File: src/rtl/mem_arbiter.sv
// Two-requester arbiter sharing one memory port between fetch (I) and memory (D) stages.
// Optional macro ARB_ROUND_ROBIN_EN alternates grants on simultaneous requests; default is fixed D priority.
module mem_arbiter #(
  parameter int TIMEOUT_CYCLES = 64
) (
  input  logic        clk,
  input  logic        rst_n,
  input  logic        i_rd,
  input  logic [15:0] i_addr,
  output logic [15:0] i_rdata,
  output logic        i_done,
  output logic        i_err,
  input  logic        d_rd,
  input  logic        d_wr,
  input  logic        d_dump,
  input  logic [15:0] d_addr,
  input  logic [15:0] d_wdata,
  output logic [15:0] d_rdata,
  output logic        d_done,
  output logic        d_err,
  output logic [15:0] m_addr,
  output logic [15:0] m_wdata,
  output logic        m_rd,
  output logic        m_wr,
  output logic        m_dump,
  input  logic [15:0] m_rdata,
  input  logic        m_done,
  input  logic        m_stall,
  input  logic        m_err,
  output logic        busy
);

  typedef enum logic [1:0] {IDLE, GNT_I, GNT_D} state_t;

  localparam logic [7:0] WDOG_LAST = 8'(TIMEOUT_CYCLES - 1);

  state_t      state_q, state_d;
  logic [7:0]  wdog_q, wdog_d;
  logic [15:0] addr_q, addr_d;
  logic [15:0] wdata_q, wdata_d;
  logic        rd_q, rd_d;
  logic        wr_q, wr_d;

  logic d_req, granted, expire, finish, pick_d, gnt_i, gnt_d;

`ifdef ARB_ROUND_ROBIN_EN
  logic last_d_q, last_d_d;
`endif

  assign d_req   = d_rd | d_wr;
  assign granted = (state_q != IDLE);
  assign expire  = granted && (wdog_q == WDOG_LAST);
  assign finish  = granted && (m_done || expire);

  // Tie-break: a write wins over a read when both D strobes are set
  always_comb begin
    state_d = state_q;
    wdog_d  = wdog_q;
    addr_d  = addr_q;
    wdata_d = wdata_q;
    rd_d    = rd_q;
    wr_d    = wr_q;
    pick_d  = d_req;
`ifdef ARB_ROUND_ROBIN_EN
    last_d_d = last_d_q;
    if (d_req && i_rd) pick_d = ~last_d_q;
`endif
    case (state_q)
      IDLE: begin
        wdog_d = 8'd0;
        if (pick_d) begin
          state_d = GNT_D;
          addr_d  = d_addr;
          wdata_d = d_wdata;
          wr_d    = d_wr;
          rd_d    = d_rd & ~d_wr;
`ifdef ARB_ROUND_ROBIN_EN
          last_d_d = 1'b1;
`endif
        end else if (i_rd) begin
          state_d = GNT_I;
          addr_d  = i_addr;
          wdata_d = 16'd0;
          wr_d    = 1'b0;
          rd_d    = 1'b1;
`ifdef ARB_ROUND_ROBIN_EN
          last_d_d = 1'b0;
`endif
        end
      end
      GNT_I, GNT_D: begin
        if (finish) begin
          state_d = IDLE;
          wdog_d  = 8'd0;
          rd_d    = 1'b0;
          wr_d    = 1'b0;
        end else begin
          wdog_d = wdog_q + 8'd1;
        end
      end
      default: state_d = IDLE;
    endcase
  end

  always_ff @(posedge clk) begin
    if (!rst_n) begin
      state_q  <= IDLE;
      wdog_q   <= 8'd0;
      addr_q   <= 16'd0;
      wdata_q  <= 16'd0;
      rd_q     <= 1'b0;
      wr_q     <= 1'b0;
`ifdef ARB_ROUND_ROBIN_EN
      last_d_q <= 1'b1;
`endif
    end else begin
      state_q  <= state_d;
      wdog_q   <= wdog_d;
      addr_q   <= addr_d;
      wdata_q  <= wdata_d;
      rd_q     <= rd_d;
      wr_q     <= wr_d;
`ifdef ARB_ROUND_ROBIN_EN
      last_d_q <= last_d_d;
`endif
    end
  end

  // Responses are masked while reset is asserted so an aborted grant never pulses done
  assign gnt_i = rst_n && (state_q == GNT_I);
  assign gnt_d = rst_n && (state_q == GNT_D);

  assign i_done  = gnt_i & (m_done | expire);
  assign i_err   = gnt_i & ((m_err & m_done) | (expire & ~m_done));
  assign i_rdata = gnt_i ? m_rdata : 16'd0;
  assign d_done  = gnt_d & (m_done | expire);
  assign d_err   = gnt_d & ((m_err & m_done) | (expire & ~m_done));
  assign d_rdata = gnt_d ? m_rdata : 16'd0;

  assign m_addr  = addr_q;
  assign m_wdata = wdata_q;
  assign m_rd    = rd_q;
  assign m_wr    = wr_q;
  assign m_dump  = gnt_d & d_dump;
  assign busy    = granted;

endmodule
File: config.mk
export PLATFORM = sky130hd
export DESIGN_NAME = mem_arbiter
export DESIGN_NICKNAME = d
export VERILOG_FILES = /design/src/rtl/mem_arbiter.sv
export SDC_FILE = /design/constraint.sdc
export NUM_CORES = 1
export LEC_CHECK = 0
export CORE_ASPECT_RATIO = 1.1
export CORE_MARGIN = 4
export CORE_UTILIZATION = 65
export DETAILED_ROUTE_END_ITERATION = 10
export DONT_BUFFER_PORTS = 1
export PLACE_DENSITY = 0.93
export SYNTH_ARGS = -nofsm -noshare
export SYNTH_HDL_FRONTEND = slang
export SYNTH_SLANG_ARGS = --single-unit
File: constraint.sdc
create_clock -name clk -period 3.9 [get_ports clk]
set_clock_uncertainty 0.2 [all_clocks]
set_input_delay 0.78 -clock clk [delete_from_list [all_inputs] [get_ports clk]]
set_output_delay 0.78 -clock clk [all_outputs]
set_load 0.02 [all_outputs]
Word-level counts from Yosys, hierarchy flattened
Cells that the tools add are included.
{ "word_totals": {"elab_cells": 57, "ff_bits": 44, "output_inout_bits": 72} }
{ "classes": {"add_sub_neg": 1, "n_reduce_logical": 13, "n_bitwise": 13, "mux": 19, "n_eq_ne": 5} }
{ "ops": {"columns": ["cell", "count"], "rows": [
  ["16-bit 2-to-1 mux", 6],
  ["8-bit case mux with 2 select lines", 1],
  ["8-bit by 1-bit adder with 8-bit output (second input constant)", 1],
  ["1-bit bitwise AND", 8],
  ["8-bit by 6-bit equality test with 1-bit output (second input constant)", 1],
  ["8-bit 2-to-1 mux", 1],
  ["2-bit 2-to-1 mux", 3],
  ["2-bit nonzero test", 3],
  ["1-bit 2-to-1 mux", 5],
  ["1-bit logical AND", 4],
  ["1-bit case mux with 2 select lines", 2],
  ["2-bit case mux with 2 select lines", 1],
  ["2-bit AND reduction", 2],
  ["3-bit != test (second input constant)", 1],
  ["1-bit OR", 3],
  ["3-bit AND reduction", 1],
  ["2-bit by 1-bit equality test with 1-bit output (second input constant)", 1],
  ["2-bit equality test (second input constant)", 1],
  ["2-bit zero test", 1],
  ["2-bit != test (second input constant)", 1],
  ["1-bit inverter", 2],
  ["2-bit OR reduction", 1],
  ["1-bit logical OR", 1]
]} }

Depth between registers and ports, before layout
Gate-level depths: netlist (run 1).
{ "depth": {"ltp_word": 6, "mapped_depth": 7, "mapped_depth_nobuf": 6} }

Worst setup path after synthesis (run 1)
No wires, ideal clock.
{ "synth_path": {"path_type": "input -> output", "startpoint": "input port rst_n", "endpoint": "output port i_done", "n_path_buf": 2, "stages": 4, "setup_slack_ns": 1.216, "t_arrival_ns": 1.704, "path_cell_list": "clkbuf_1 -> clkbuf_1 -> nand2_1 -> nor2_1"} }
{ "synth_via": {"elab_chain_len": 2} }
{ "synth_rtl": {"columns": ["item", "line", "text"], "rows": [
  ["start: declaration", "7", "input logic rst_n,"],
  ["1-bit logical AND", "130", "assign gnt_i = rst_n && (state_q == GNT_I);"],
  ["1-bit bitwise AND", "133", "assign i_done = gnt_i & (m_done | expire);"],
  ["end: declaration", "11", "output logic i_done,"]
]} }
No other way between the ends.

Worst setup path in the final report (run 1)
{ "layout_path": {"startpoint": "register state_q[0]", "endpoint": "output port i_err"} }
{ "layout_via": {"elab_chain_len": 5} }
{ "layout_rtl": {"columns": ["item", "line", "text"], "rows": [
  ["start: declaration", "37", "state_t state_q, state_d;"],
  ["start signal: assignment", "117", "state_q <= state_d;"],
  ["2-bit nonzero test", "51", "assign granted = (state_q != IDLE);"],
  ["1-bit logical AND", "52", "assign expire = granted && (wdog_q == WDOG_LAST);"],
  ["1-bit bitwise AND", "134", "assign i_err = gnt_i & ((m_err & m_done) | (expire & ~m_done));"],
  ["1-bit OR", "134", null],
  ["1-bit bitwise AND *", "134", null],
  ["end: declaration", "12", "output logic i_err,"]
]} }
Every way passes the cells marked *; elsewhere a longest branch is shown, timed or not.

==> run summary, run 1 <==
Synthesized Nets = 350
I/O Buffers = 0
Critical Path Source Type = flop
GRT Total Usage = 24.72%
final net count = 338
core area = 3413 um2
# IOs = 145
Final Max Slew Viols = 0
critical path depth = 6
highest clock rate = 300.0 MHz
Seq/Total Area, Yosys = 37.53%
# hold bufs at CTS = 0
status = complete, no violations
pre-CTS WS = 0.9328 ns
Residual DRC = 0
total routed wirelength = 5815 um
Max FO, Critical Path = 7
Area contributors post-synth = dfxtp_1 (38%), and3_1 (9.1%), o211a_1 (6.8%)
largest net degree at the start of global routing = 83
synth warn = 0
cell family with most CP delay = simple AND/OR/NAND/NOR gates
crit share post-route = 85.47%
area grow syn2layout = 2.026%
commonest non-fill, non-tap cells in the layout = dfxtp_1 (44), and3_1 (34), nand2_1 (25), nand3_1 (22), nor2b_1 (19)
DR WL/cell = 18.82 um
worst slew pin tran = 1.032 ns
CTS buffer count = 5
Mapped Area = 2347 um2
Setup crit start = state_q[0]
final setup vio count = 0
crit path max-delay cell type = dfxtp_1
Iter 0 DRT Violations = 151
cell depth of the worst flop-to-flop path = 6
metal2 WL = 2991 um
die area = 4638 um2
Final ANT Viol Nets = 0
Final WS setup = 0.5668 ns
number of global-route vias before repair = 1969
drt pass-1 iters = 4
Period minus WS final = 3.333 ns
clk sinks = 44
syn avg cell area = 8.630 um2
crit path kind = reg -> out
Hold Vio Cnt, Final = 0
Post-CTS Setup Bufs = 0
M1 WL = 2096 um
Hold Path Class = reg -> reg
gpl congestion = 0.8192
initial antenna violation count = 0
layout filler cell count = 284
site row count = 22
Clock Pin Slew Worst Setup and Hold Paths = 0.13 ns
critical path's largest stage delay = 0.40 ns
library cells used by synthesis = 37
hpwl dp = 4401 um
Slew headroom = 31.13%
total grt overflow = 0
asr flop ratio synth = 0%
r2r endpoint = m_addr[1]
Syn Inst Count = 272
top layer in use = met4
Worst setup EP type = output port
worst vdd ir = 0.3370 mV
reg2reg start = state_q[0]
power per cell area = 509.0 nW/um2
WL met3 = 640 um
Die X = 65.30 um
unrepaired setup endpoints after global routing = false
Max-Cap Viols = 0
buffer and inverter count on the worst path = 1
CP required = 2.92 ns
Cell Chain, Critical Path = inv_1, ha_1, nor4bb_4, a21oi_1, a21o_1, nor2_1
clk root buf = clkbuf_4
vias per inst = 6.521
Post-synth EDFFs = 0
layout cells sized above 1 = 8.046%
Final Non-Filler Cells = 309
post-layout util = 70.16%
Fin Setup TNS = 0 ns
reg2reg setup slack = 1.31 ns
CP Data Arrival Time = 2.35 ns
H-tree levels = 2
Seq cells post-synth = 44
predominant post-synthesis flop cell = dfxtp_1
Antenna Cells = 0
Clock Path Buffers = 2
Synth area leader = dfxtp_1
global-route wire length before repair = 9094 um
worst setup path end = i_err
# placed instances = 301
Reg area = 880.8 um2
Starting Density = 68.77%
Vias = 2015
die height = 71.03 um
leakage power total = 1.114 nW
Yosys top cell area share = 37.53%
commonest non-fill, non-tap cell in the layout = dfxtp_1
Clk Latency, worst-skew pair = 0.35 ns
CTS tree = yes
post-CTS resize count = 0
Multi-input gate area = 1336 um2
[layer usage]
metal | vias to the layer above | track usage [%]
li1 | 955 | -
met5 | - | 0
met4 | 0 | 8.756
met1 | 931 | 25.96
met3 | 8 | 8.095
met2 | 121 | 45.33
[cells in the mapped netlist (2+ instances only)]
cell type  number
dfxtp_1        44
and3_1         34
nand2_1        25
nand3_1        22
nor2b_1        19
o21ai_0        18
a22oi_1        16
o211a_1        16
clkbuf_1       12
nor2_1         11
ha_1            5
a21oi_1         4
buf_4           4
inv_1           4
xor2_1          4
nor2_2          3
o21ai_1         3
a41oi_1         2
and4b_1         2
buf_2           2
buf_6           2
nand2b_1        2
nor2_4          2
o22ai_1         2
o31ai_4         2
[registers in the layout, indices dropped and copies added, names as in the netlist]
| signal | flops |
|---|---|
| m_addr | 16 |
| m_rd | 1 |
| m_wdata | 16 |
| m_wr | 1 |
| state_q | 2 |
| wdog_q | 8 |
[power breakdown]
part,internal [mW],leakage (nW),switching (mW)
logic,0.112,0.710,0.188
clock network,0.137,0.0418,0.152
registers,0.513,0.363,0.118
[final cells by class]
class	instances	area share, %
Clock buffer	5	1.567
Timing Repair Buffer	2	0.6270
Sequential cell	44	36.78
Multi-Input combinational cell	202	55.80
Tap cell	48	2.508
Inverter	5	0.7837
Clock inverter	3	1.933
[per-stage QoR]
stage	power [mW]	cell area, um2	hold WS [ns]
after floorplan	0.9055	2347	0.2675
after global placement	0.9310	2311	0.2769
after detailed placement	0.9437	2311	0.2895
after CTS	1.230	2395	0.3086
after global routing	1.290	2395	0.3234
final	1.219	2395	0.3061
[worst min-delay path by stage]
stage	startpoint	endpoint	slack [ns]	cells past startpoint
global route	rst_n	m_addr[6]	0.32	1
finish	wdog_q[1]	wdog_q[1]	0.31	2
CTS	wdog_q[1]	wdog_q[1]	0.31	2
global placement	wdog_q[1]	wdog_q[1]	0.28	2
floorplan	wdog_q[1]	wdog_q[1]	0.27	2
detailed placement	wdog_q[1]	wdog_q[1]	0.29	2
[cell families after synthesis]
kind of cell	after synthesis	share of synthesized area (%)
buffers and inverters	26	5.543
XOR/XNOR	5	1.866
AO/OA/AOI/OAI	67	22.18
AND/OR/NAND/NOR	125	30.22
adder cells (fa/ha/maj)	5	2.665
flip-flops	44	37.53
[tightest hold or removal path, cell delays in order (launching register included)]
cell and delay [ns]:
dfxtp_1 0.35, nand3_1 0.08, o21ai_1 0.05
No activity file was read; power rests on OpenSTA's default activity.
==> run 2, diff against run 1 <==
--- a/config.mk
+++ b/config.mk
@@ -9,6 +9,6 @@
 export CORE_MARGIN = 4
-export CORE_UTILIZATION = 65
+export CORE_UTILIZATION = 63
 export DETAILED_ROUTE_END_ITERATION = 10
 export DONT_BUFFER_PORTS = 1
-export PLACE_DENSITY = 0.93
+export PLACE_DENSITY = 0.79
 export SYNTH_ARGS = -nofsm -noshare
==> constraint.sdc (replaced) <==
create_clock -name clk -period 3.1 [get_ports clk]
set_clock_uncertainty 0.2 [all_clocks]
set_input_delay 0.465 -clock clk [delete_from_list [all_inputs] [get_ports clk]]
set_output_delay 0.465 -clock clk [all_outputs]
set_load 0.02 [all_outputs]
==> run summary, run 2 (synthesis results as in run 1) <==
commonest non-fill, non-tap cells in the layout = dfxtp_1 (44), and3_1 (34), nand2_1 (25), nand3_1 (22), nor2b_1 (19)
critical path's largest stage delay = 0.40 ns (about the same)
Starting Density = 64.73% (-4.0 points)
area grow syn2layout = 3.145%
layout filler cell count = 306 (+7.7%)
Period minus WS final = 2.851 ns
CTS tree = yes
unrepaired setup endpoints after global routing = false
largest net degree at the start of global routing = 83 (unchanged)
Final Max Slew Viols = 0 (unchanged)
critical path depth = 6 (unchanged)
Multi-input gate area = 1336 um2 (unchanged)
Slew headroom = 49.09% (+18 points)
site row count = 23 (+4.5%)
GRT Total Usage = 21.55% (-3.2 points)
hold path depth = 1 (-1)
clock group share of total power = 27.9% (+4.2 points)
cell family with most CP delay = simple AND/OR/NAND/NOR gates
total routed wirelength = 5284 um (-9.1%)
Worst setup EP type = output port
final setup vio count = 0 (unchanged)
worst vdd ir = 0.4088 mV (+21%)
gpl congestion = 0.7302 (-11%)
Cell Chain, Critical Path = inv_1, ha_1, nor4bb_4, a21oi_1, a21o_1, nor2_1
global-route wire length before repair = 8059 um (-11%)
cell depth of the worst flop-to-flop path = 7 (+1)
status = complete, no violations
power per cell area = 664.5 nW/um2 (+31%)
Residual DRC = 0 (unchanged)
worst slew pin tran = 0.7636 ns (-0.2684 ns)
total grt overflow = 0 (unchanged)
I/O Buffers = 0 (unchanged)
P_int = 1.024 mW (+34%)
Antenna Cells = 0 (unchanged)
# IOs = 145 (unchanged)
Hold Vio Cnt, Final = 0 (unchanged)
final instance area = 2421 um2 (+1.1%)
buffer and inverter count on the worst path = 1 (unchanged)
crit path max-delay cell type = dfxtp_1
Die X = 66.20 um (+1.4%)
Vias = 1928 (-4.3%)
clk sinks = 44 (unchanged)
Reg area = 880.8 um2 (unchanged)
leakage power total = 1.122 nW (+0.75%)
post-place instance area = 2306 um2 (-0.22%)
crit share post-route = 91.97%
Post-CTS Setup Bufs = 0 (unchanged)
# hold bufs at CTS = 0 (unchanged)
layout cells sized above 1 = 7.692% (-0.35 points)
CP required = 2.43 ns (-0.49 ns)
drt pass-1 iters = 4 (unchanged)
Net Switching = 0.5851 mW (+28%)
Fin Setup TNS = 0 ns (unchanged)
DR WL/cell = 17.05 um (-9.4%)
die area = 4768 um2 (+2.8%)
Gate power share = 22.9% (-1.7 points)
Clock Path Buffers = 2 (unchanged)
hpwl dp = 3812 um (-13%)
highest clock rate = 350.7 MHz
H-tree levels = 2 (unchanged)
CTS buffer count = 5 (unchanged)
Max FO, Critical Path = 7 (unchanged)
switching part of the total = 36.37% (-1.2 points)
post-layout util = 66.77% (-3.4 points)
CP Data Arrival Time = 2.19 ns (-0.16 ns)
initial antenna violation count = 0 (unchanged)
number of global-route vias before repair = 1764 (-10%)
core area = 3626 um2 (+6.2%)
Max-Cap Viols = 0 (unchanged)
die height = 72.02 um (+1.4%)
Final ANT Viol Nets = 0 (unchanged)
Hold Path Class = in -> reg
clk root buf = clkbuf_8
Clk Latency, worst-skew pair = 0.30 ns (-0.05 ns)
Clock Pin Slew Worst Setup and Hold Paths = 0.09 ns (-0.04 ns)
crit path kind = reg -> out
Flop pwr share = 49.2% (-2.5 points)
vias per inst = 6.219 (-4.6%)
reg2reg setup slack = 1.03 ns (-0.28 ns)
final net count = 337 (-0.30%)
commonest non-fill, non-tap cell in the layout = dfxtp_1
Iter 0 DRT Violations = 116 (-23%)
Critical Path Source Type = flop
post-CTS resize count = 0 (unchanged)
run 2: cell types whose count changed in the layout (fill, tap and decap cells not counted), sizes merged:
cell / previous run / this run
buf: 2 / 1
run 2: per-layer routing:
layer / up-vias / GRT usage [%] / wire length, um
li1: 946 / - / -
met1: 883 / 23.11 / 1915
met2: 94 / 39.03 / 2743
met3: 5 / 7.740 / 582
met4: 0 / 6.546 / 42
met5: - / 0 / 0
run 2: layout make-up:
class                      instances  share of cell area [%]
multi-input combinational        202                   55.19
timing repair buffer               1                  0.3101
sequential                        44                   36.38
clock inverter                     3                   1.912
clock buffer                       5                   2.842
inverter                           5                  0.7752
tap                               50                   2.584
run 2: per-stage QoR:
step	std cells	hold WS, ns	setup slack [ns]	power, mW
global route	310	0.07356	0.06821	1.694
global placement	302	0.2801	0.6299	1.165
CTS	310	0.08312	0.2276	1.624
finish	310	0.09119	0.2489	1.609
detailed placement	302	0.2939	0.5818	1.175
floorplan	272	0.2675	0.7429	1.139
run 2: worst paths after layout:
check             startpoint     endpoint
setup reg to reg  state_q[1]    m_addr[0]
setup / recovery  state_q[1]        i_err
hold reg to reg    wdog_q[1]    wdog_q[1]
hold / removal         rst_n  m_wdata[12]
run 2: power by group through the flow:
stage          Clock, mW  Combinational (mW)  Sequential (mW)
5_1_grt            0.480               0.413            0.801
6_report           0.449               0.369            0.791
3_3_place_gp           0               0.362            0.804
3_5_place_dp           0               0.369            0.806
4_1_cts            0.457               0.374            0.793
2_1_floorplan          0               0.353            0.787
